**src/rtl/jpu_instr_encoder.sv**
```systemverilog
// JPU instruction encoder: packs decoded fields into 16-bit words and issues them through a small FIFO.
// Optional same-cycle bypass of an empty queue is enabled by defining JPU_ENC_BYPASS_EN.
module jpu_instr_encoder #(
    parameter int DEPTH = 4
) (
    input  logic                     clk,
    input  logic                     rst_n,
    input  logic                     flush,
    input  logic                     in_valid,
    output logic                     in_ready,
    input  logic [3:0]               op,
    input  logic [2:0]               rd,
    input  logic [2:0]               ra,
    input  logic [2:0]               rb,
    input  logic                     flag,
    input  logic                     imm_sel,
    input  logic [7:0]               imm,
    output logic [15:0]              instruction,
    output logic                     enable,
    input  logic                     out_ready,
    output logic [$clog2(DEPTH):0]   level
);

    localparam int PW = $clog2(DEPTH);
    localparam int LW = PW + 1;

    logic [15:0]   mem_q [DEPTH];
    logic [PW-1:0] wr_ptr_q, wr_ptr_d;
    logic [PW-1:0] rd_ptr_q, rd_ptr_d;
    logic [LW-1:0] level_q, level_d;

    logic [15:0] packed_word;
    logic        queued_vld;
    logic        full;
    logic        bypass;
    logic        push;
    logic        pop;

    function automatic logic [15:0] pack_word(
        input logic [3:0] f_op,
        input logic [2:0] f_rd,
        input logic [2:0] f_ra,
        input logic [2:0] f_rb,
        input logic       f_flag,
        input logic       f_imm_sel,
        input logic [7:0] f_imm
    );
        if (f_imm_sel) begin
            return {f_op, f_rd, f_flag, f_imm};
        end
        return {f_op, f_rd, f_flag, f_ra, f_rb, 2'b00};
    endfunction

    assign packed_word = pack_word(op, rd, ra, rb, flag, imm_sel, imm);
    assign queued_vld  = (level_q != '0);
    assign full        = (level_q == LW'(DEPTH));

    // in_ready deliberately ignores a same-cycle pop so out_ready never reaches it
    assign in_ready = !full && !flush;

`ifdef JPU_ENC_BYPASS_EN
    assign bypass      = !queued_vld && in_valid && out_ready && !flush;
    assign enable      = queued_vld || bypass;
    assign instruction = queued_vld ? mem_q[rd_ptr_q] : (bypass ? packed_word : 16'h0000);
`else
    assign bypass      = 1'b0;
    assign enable      = queued_vld;
    assign instruction = queued_vld ? mem_q[rd_ptr_q] : 16'h0000;
`endif

    assign level = level_q;
    assign push  = in_valid && in_ready && !bypass;
    assign pop   = queued_vld && out_ready;

    always_comb begin
        wr_ptr_d = wr_ptr_q;
        rd_ptr_d = rd_ptr_q;
        level_d  = level_q;
        if (flush) begin
            wr_ptr_d = '0;
            rd_ptr_d = '0;
            level_d  = '0;
        end else begin
            if (push) begin
                wr_ptr_d = wr_ptr_q + PW'(1);
            end
            if (pop) begin
                rd_ptr_d = rd_ptr_q + PW'(1);
            end
            case ({push, pop})
                2'b10:   level_d = level_q + LW'(1);
                2'b01:   level_d = level_q - LW'(1);
                default: level_d = level_q;
            endcase
        end
    end

    always_ff @(posedge clk or negedge rst_n) begin
        if (!rst_n) begin
            wr_ptr_q <= '0;
            rd_ptr_q <= '0;
            level_q  <= '0;
        end else begin
            wr_ptr_q <= wr_ptr_d;
            rd_ptr_q <= rd_ptr_d;
            level_q  <= level_d;
        end
    end

    // Storage is not reset; entries are only observable once level covers them
    always_ff @(posedge clk) begin
        if (push) begin
            mem_q[wr_ptr_q] <= packed_word;
        end
    end

endmodule
```
**config.mk**
```make
export PLATFORM = sky130hd
export DESIGN_NAME = jpu_instr_encoder
export DESIGN_NICKNAME = d
export VERILOG_FILES = /design/src/rtl/jpu_instr_encoder.sv
export SDC_FILE = /design/constraint.sdc
export NUM_CORES = 1
export LEC_CHECK = 0
export ABC_AREA = 1
export BUFFER_PORTS_ARGS = -buffer_cell sky130_fd_sc_hd__buf_2
export CELL_PAD_IN_SITES_DETAIL_PLACEMENT = 0
export CELL_PAD_IN_SITES_GLOBAL_PLACEMENT = 2
export CORE_MARGIN = 8
export CORE_UTILIZATION = 40
export DETAILED_ROUTE_END_ITERATION = 10
export GPL_TIMING_DRIVEN = 0
export PLACE_DENSITY = 0.9
export SLEW_MARGIN = 5
export SYNTH_ARGS = -nofsm -noshare
export SYNTH_HDL_FRONTEND = slang
export SYNTH_SLANG_ARGS = --single-unit
```
**constraint.sdc**
```tcl
create_clock -name clk -period 4.2 [get_ports clk]
set_input_delay 0.42 -clock clk [delete_from_list [all_inputs] [get_ports clk]]
set_output_delay 0.42 -clock clk [all_outputs]
set_load 0.02 [all_outputs]
```
==> impl_metrics.xml <==
<?xml version="1.0" encoding="UTF-8"?>
<metrics>
  <group name="status">
    <metric name="outcome" unit="">completed</metric>
  </group>
  <group name="route">
    <metric name="routed-via-count" unit="">2028</metric>
    <metric name="detail_route.drc_violations" unit="">0</metric>
    <metric name="route.detailed.wl_per_inst" unit="um">15.3</metric>
    <metric name="dr.first_iter.drc_count" unit="">70</metric>
    <metric name="drt.antenna.violating_nets" unit="">0</metric>
    <metric name="detail_route.wirelength" unit="mm">6.56</metric>
    <metric name="detail_route.vias_per_cell" unit="">4.73</metric>
    <metric name="drt_pre_antenna_iters" unit="">4</metric>
  </group>
  <group name="global_route">
    <metric name="gr-usage-met3" unit="%">4.71</metric>
    <metric name="initial_antenna_violation_count" unit="">1</metric>
    <metric name="grt_start_max_net_pins" unit="">17</metric>
    <metric name="globalRouteMet2Util" unit="%">20.3</metric>
    <metric name="top_usage_layer" unit="">met2</metric>
    <metric name="grt_pass1_wl" unit="mm">10.6</metric>
    <metric name="vias_in_the_first_global_route" unit="">2142</metric>
    <metric name="grt_util_met1" unit="%">15.2</metric>
    <metric name="grt_usage" unit="%">12.7</metric>
    <metric name="grt.overflow.total" unit="">0</metric>
  </group>
  <group name="sta">
    <metric name="setup_viol" unit="">0</metric>
    <metric name="finalHoldViolations" unit="">0</metric>
    <metric name="maxClockFrequency" unit="MHz">414</metric>
    <metric name="fin_setup_tns" unit="ns">0</metric>
    <metric name="rsz0062_at_grt" unit="">no</metric>
    <metric name="finalCritPeriodShare" unit="%">57.4</metric>
    <metric name="slew_headroom" unit="%">38.9</metric>
    <metric name="layout_min_cycle_time" unit="ns">2.41</metric>
    <metric name="fin_skew" unit="ns">0.00949</metric>
    <metric name="worst-slew-pin-transition" unit="ns">0.916</metric>
    <metric name="finalMaxSlewViolations" unit="">0</metric>
  </group>
  <group name="critical_path">
    <metric name="reg2reg_slack" unit="ns">2.15</metric>
    <metric name="critical_path.endpoint_type" unit="">primary output</metric>
    <metric name="cp.arrival" unit="ns">1.99</metric>
    <metric name="criticalPathCategory" unit="">register to primary output</metric>
    <metric name="reg2regPathDepth" unit="">12</metric>
    <metric name="timing_endpoint_of_the_critical_path" unit="">instruction[11]</metric>
    <metric name="critPathRequiredTime" unit="ns">3.78</metric>
    <metric name="path_max_fanout" unit="">10</metric>
    <metric name="critPathLaunch" unit="">rd_ptr_q[0]</metric>
    <metric name="reg2reg_from" unit="">level[0]</metric>
    <metric name="critical_path.startpoint_type" unit="">register</metric>
    <metric name="rr_endpoint" unit="">level[2]</metric>
  </group>
  <group name="cells_and_area">
    <metric name="drive_gt1_share" unit="%">28.7</metric>
    <metric name="n_antenna_cell" unit="">0</metric>
    <metric name="net_count_reported_at_finish" unit="">355</metric>
    <metric name="postLayoutCoreUtil" unit="%">48.9</metric>
    <metric name="synthToLayoutAreaGrowth" unit="%">20.4</metric>
    <metric name="fillerInstances" unit="">672</metric>
  </group>
  <group name="power">
    <metric name="power.share.clock" unit="%">29.5</metric>
    <metric name="p_int" unit="mW">1.31</metric>
    <metric name="power_density" unit="mW/mm^2">527</metric>
    <metric name="total_leakage_power" unit="nW">1.47</metric>
    <metric name="vdd.ir_drop.worst" unit="mV">0.209</metric>
    <metric name="switchingPower" unit="mW">0.640</metric>
    <metric name="swShare" unit="%">32.8</metric>
    <metric name="post-layout-total-power" unit="mW">1.95</metric>
    <metric name="power.share.sequential" unit="%">42.9</metric>
    <metric name="comb_power_share" unit="%">27.6</metric>
  </group>
  <group name="min_path">
    <metric name="hp-start" unit="">rd[2]</metric>
    <metric name="worst_hold_path_type" unit="">input port to register</metric>
  </group>
  <group name="placement">
    <metric name="port_buffers" unit="">47</metric>
    <metric name="gp_routability_congestion" unit="">0.728</metric>
    <metric name="dpl.hpwl" unit="mm">4.51</metric>
  </group>
  <group name="floorplan">
    <metric name="die_span_x" unit="um">104</metric>
    <metric name="design.core.area" unit="mm^2">0.00757</metric>
    <metric name="boundaryPins" unit="">49</metric>
    <metric name="starting_density_of_the_core" unit="%">40.6</metric>
    <metric name="fp.dieArea" unit="mm^2">0.0107</metric>
    <metric name="die_h" unit="um">104</metric>
    <metric name="number_of_rows_in_the_core_area" unit="">32</metric>
  </group>
  <group name="clock_network">
    <metric name="cts_tree" unit="">yes</metric>
    <metric name="ctsLongestPathBuffers" unit="">2</metric>
    <metric name="cts.sink_count" unit="">71</metric>
    <metric name="postCtsSetupBuffers" unit="">0</metric>
    <metric name="clk_transition_reported_paths" unit="ns">0.08</metric>
    <metric name="tritoncts.num_buffers" unit="">9</metric>
    <metric name="clockRootBuffer" unit="">clkbuf_8</metric>
    <metric name="htree_levels" unit="">3</metric>
    <metric name="postCtsResizedCells" unit="">0</metric>
    <metric name="clk_latency" unit="ns">0.34</metric>
  </group>
  <group name="logic_synthesis">
    <metric name="yosys_register_bits" unit="">71</metric>
    <metric name="synthArstFlopShare" unit="%">9.86</metric>
    <metric name="netlist.area_leader.share" unit="%">62.5</metric>
    <metric name="post_synth_main_area_contributors" unit="">edfxtp_1, nor2_1, dfrtp_1, o21ai_0, a21oi_1</metric>
    <metric name="most_used_standard_cell_by_instance_count_after_synthesis" unit="">nor2_1</metric>
    <metric name="syn-cell-area" unit="mm^2">0.00307</metric>
    <metric name="mappedNetlistNets" unit="">294</metric>
    <metric name="synthesis.yosys.warnings" unit="">0</metric>
    <metric name="synth_cell_types" unit="">27</metric>
    <metric name="syn-instance-count" unit="">261</metric>
    <metric name="top_cell_types_by_occurrence_after_synthesis" unit="">nor2_1, edfxtp_1, o21ai_0</metric>
    <metric name="yosysSeqAreaShare" unit="%">68.2</metric>
    <metric name="syn_avg_cell_area" unit="um^2">11.8</metric>
    <metric name="synth_largest_area_cell" unit="">edfxtp_1</metric>
    <metric name="count_of_flip_flops_with_a_built_in_enable_after_synthesis" unit="">64</metric>
    <metric name="leading_register_cell_type_out_of_synthesis" unit="">edfxtp_1</metric>
  </group>
  <group name="run">
    <metric name="max_cap_violations" unit="">0</metric>
  </group>
</metrics>
## power groups by stage
| stage | Combinational (mW) | Sequential, mW | Clock [mW] |
|---|---|---|---|
| 2_1_floorplan | 0.345 | 0.857 | 0 |
| 3_3_place_gp | 0.534 | 0.852 | 0 |
| 3_5_place_dp | 0.543 | 0.852 | 0 |
| 4_1_cts | 0.546 | 0.836 | 0.588 |
| 5_1_grt | 0.594 | 0.841 | 0.613 |
| 6_report | 0.538 | 0.836 | 0.576 |
## logic make-up (layout without fill, tap and decap cells)
kind of cell,after synthesis,after routing,share of synthesized area [%]
xor+xnor,1,1,0.285
mux,6,6,2.20
fa+ha+maj,5,5,2.28
buf+inv,28,94,4.23
flops,71,71,68.2
simple gates,96,96,13.4
compound gates,54,54,9.36
## layer usage
layer | up-vias | routed length (um)
met1 | 940 | 3010
met5 | - | 11
met2 | 47 | 3050
li1 | 1026 | -
met3 | 13 | 361
met4 | 2 | 121
## layout by cell type, fill, tap and decap left out, types with 2 or more instances in the layout
cell type	n
o21ai_1	2
buf_4	2
nand3_2	2
nand2_1	12
nor2_1	64
buf_2	52
o21ai_0	32
nand3_1	6
inv_1	11
ha_1	4
a21oi_1	18
edfxtp_1	64
nand4_1	3
nand2_2	2
nor2_2	4
mux2_2	6
clkbuf_1	5
inv_2	4
dfrtp_1	7
clkbuf_8	10
buf_8	2
bufinv_16	2
## state kept, by name, summed over array words and instances (netlist names)
register,count
wr_ptr_q,2
rd_ptr_q,2
mem_q,64
level,3
## timing repair
action                                  4_1_cts  5_1_grt
hold buffers                                  1        0
hold endpoints to repair                      7        0
endpoints found under the setup margin        0        0
## worst max-delay path, cell delays in order, from the launching register on
cell      delay [ns]
dfrtp_1         0.36
buf_2           0.17
inv_2           0.11
clkbuf_1        0.45
o21ai_0         0.18
a21oi_1         0.18
buf_2           0.20
## area by class of cell
type	instances	area (um^2)	area share, %
clock buffers	10	128	3.45
plain buffers	13	73.8	2.00
clock inverters	6	85.1	2.30
repair buffers	50	275	7.44
inverters	15	56.3	1.52
well taps	102	128	3.45
multi-input cells	162	856	23.1
flip-flops and latches	71	2100	56.7
## how the worst min path moves through the flow
| stage | cells after the start | to |
|---|---|---|
| 2_1_floorplan | 0 | level[0] |
| 3_3_place_gp | 1 | wr_ptr_q[1] |
| 3_5_place_dp | 1 | level[2] |
| 4_1_cts | 1 | mem_q[2][11] |
| 5_1_grt | 1 | mem_q[0][11] |
| 6_report | 1 | mem_q[2][11] |
## through the flow
| step | setup slack, ns | std cells | instance area, um^2 | hold slack [ns] |
|---|---|---|---|---|
| 6_report | 1.79 | 429 | 3700 | 0.290 |
| 5_1_grt | 1.62 | 429 | 3700 | 0.276 |
| 4_1_cts | 1.73 | 429 | 3700 | 0.276 |
| 3_5_place_dp | 2.13 | 412 | 3480 | 0.271 |
| 3_3_place_gp | 1.68 | 410 | 3440 | 0.272 |
| 2_1_floorplan | 2.21 | 261 | 3070 | 0.124 |
(Power assumes the default switching activity.)
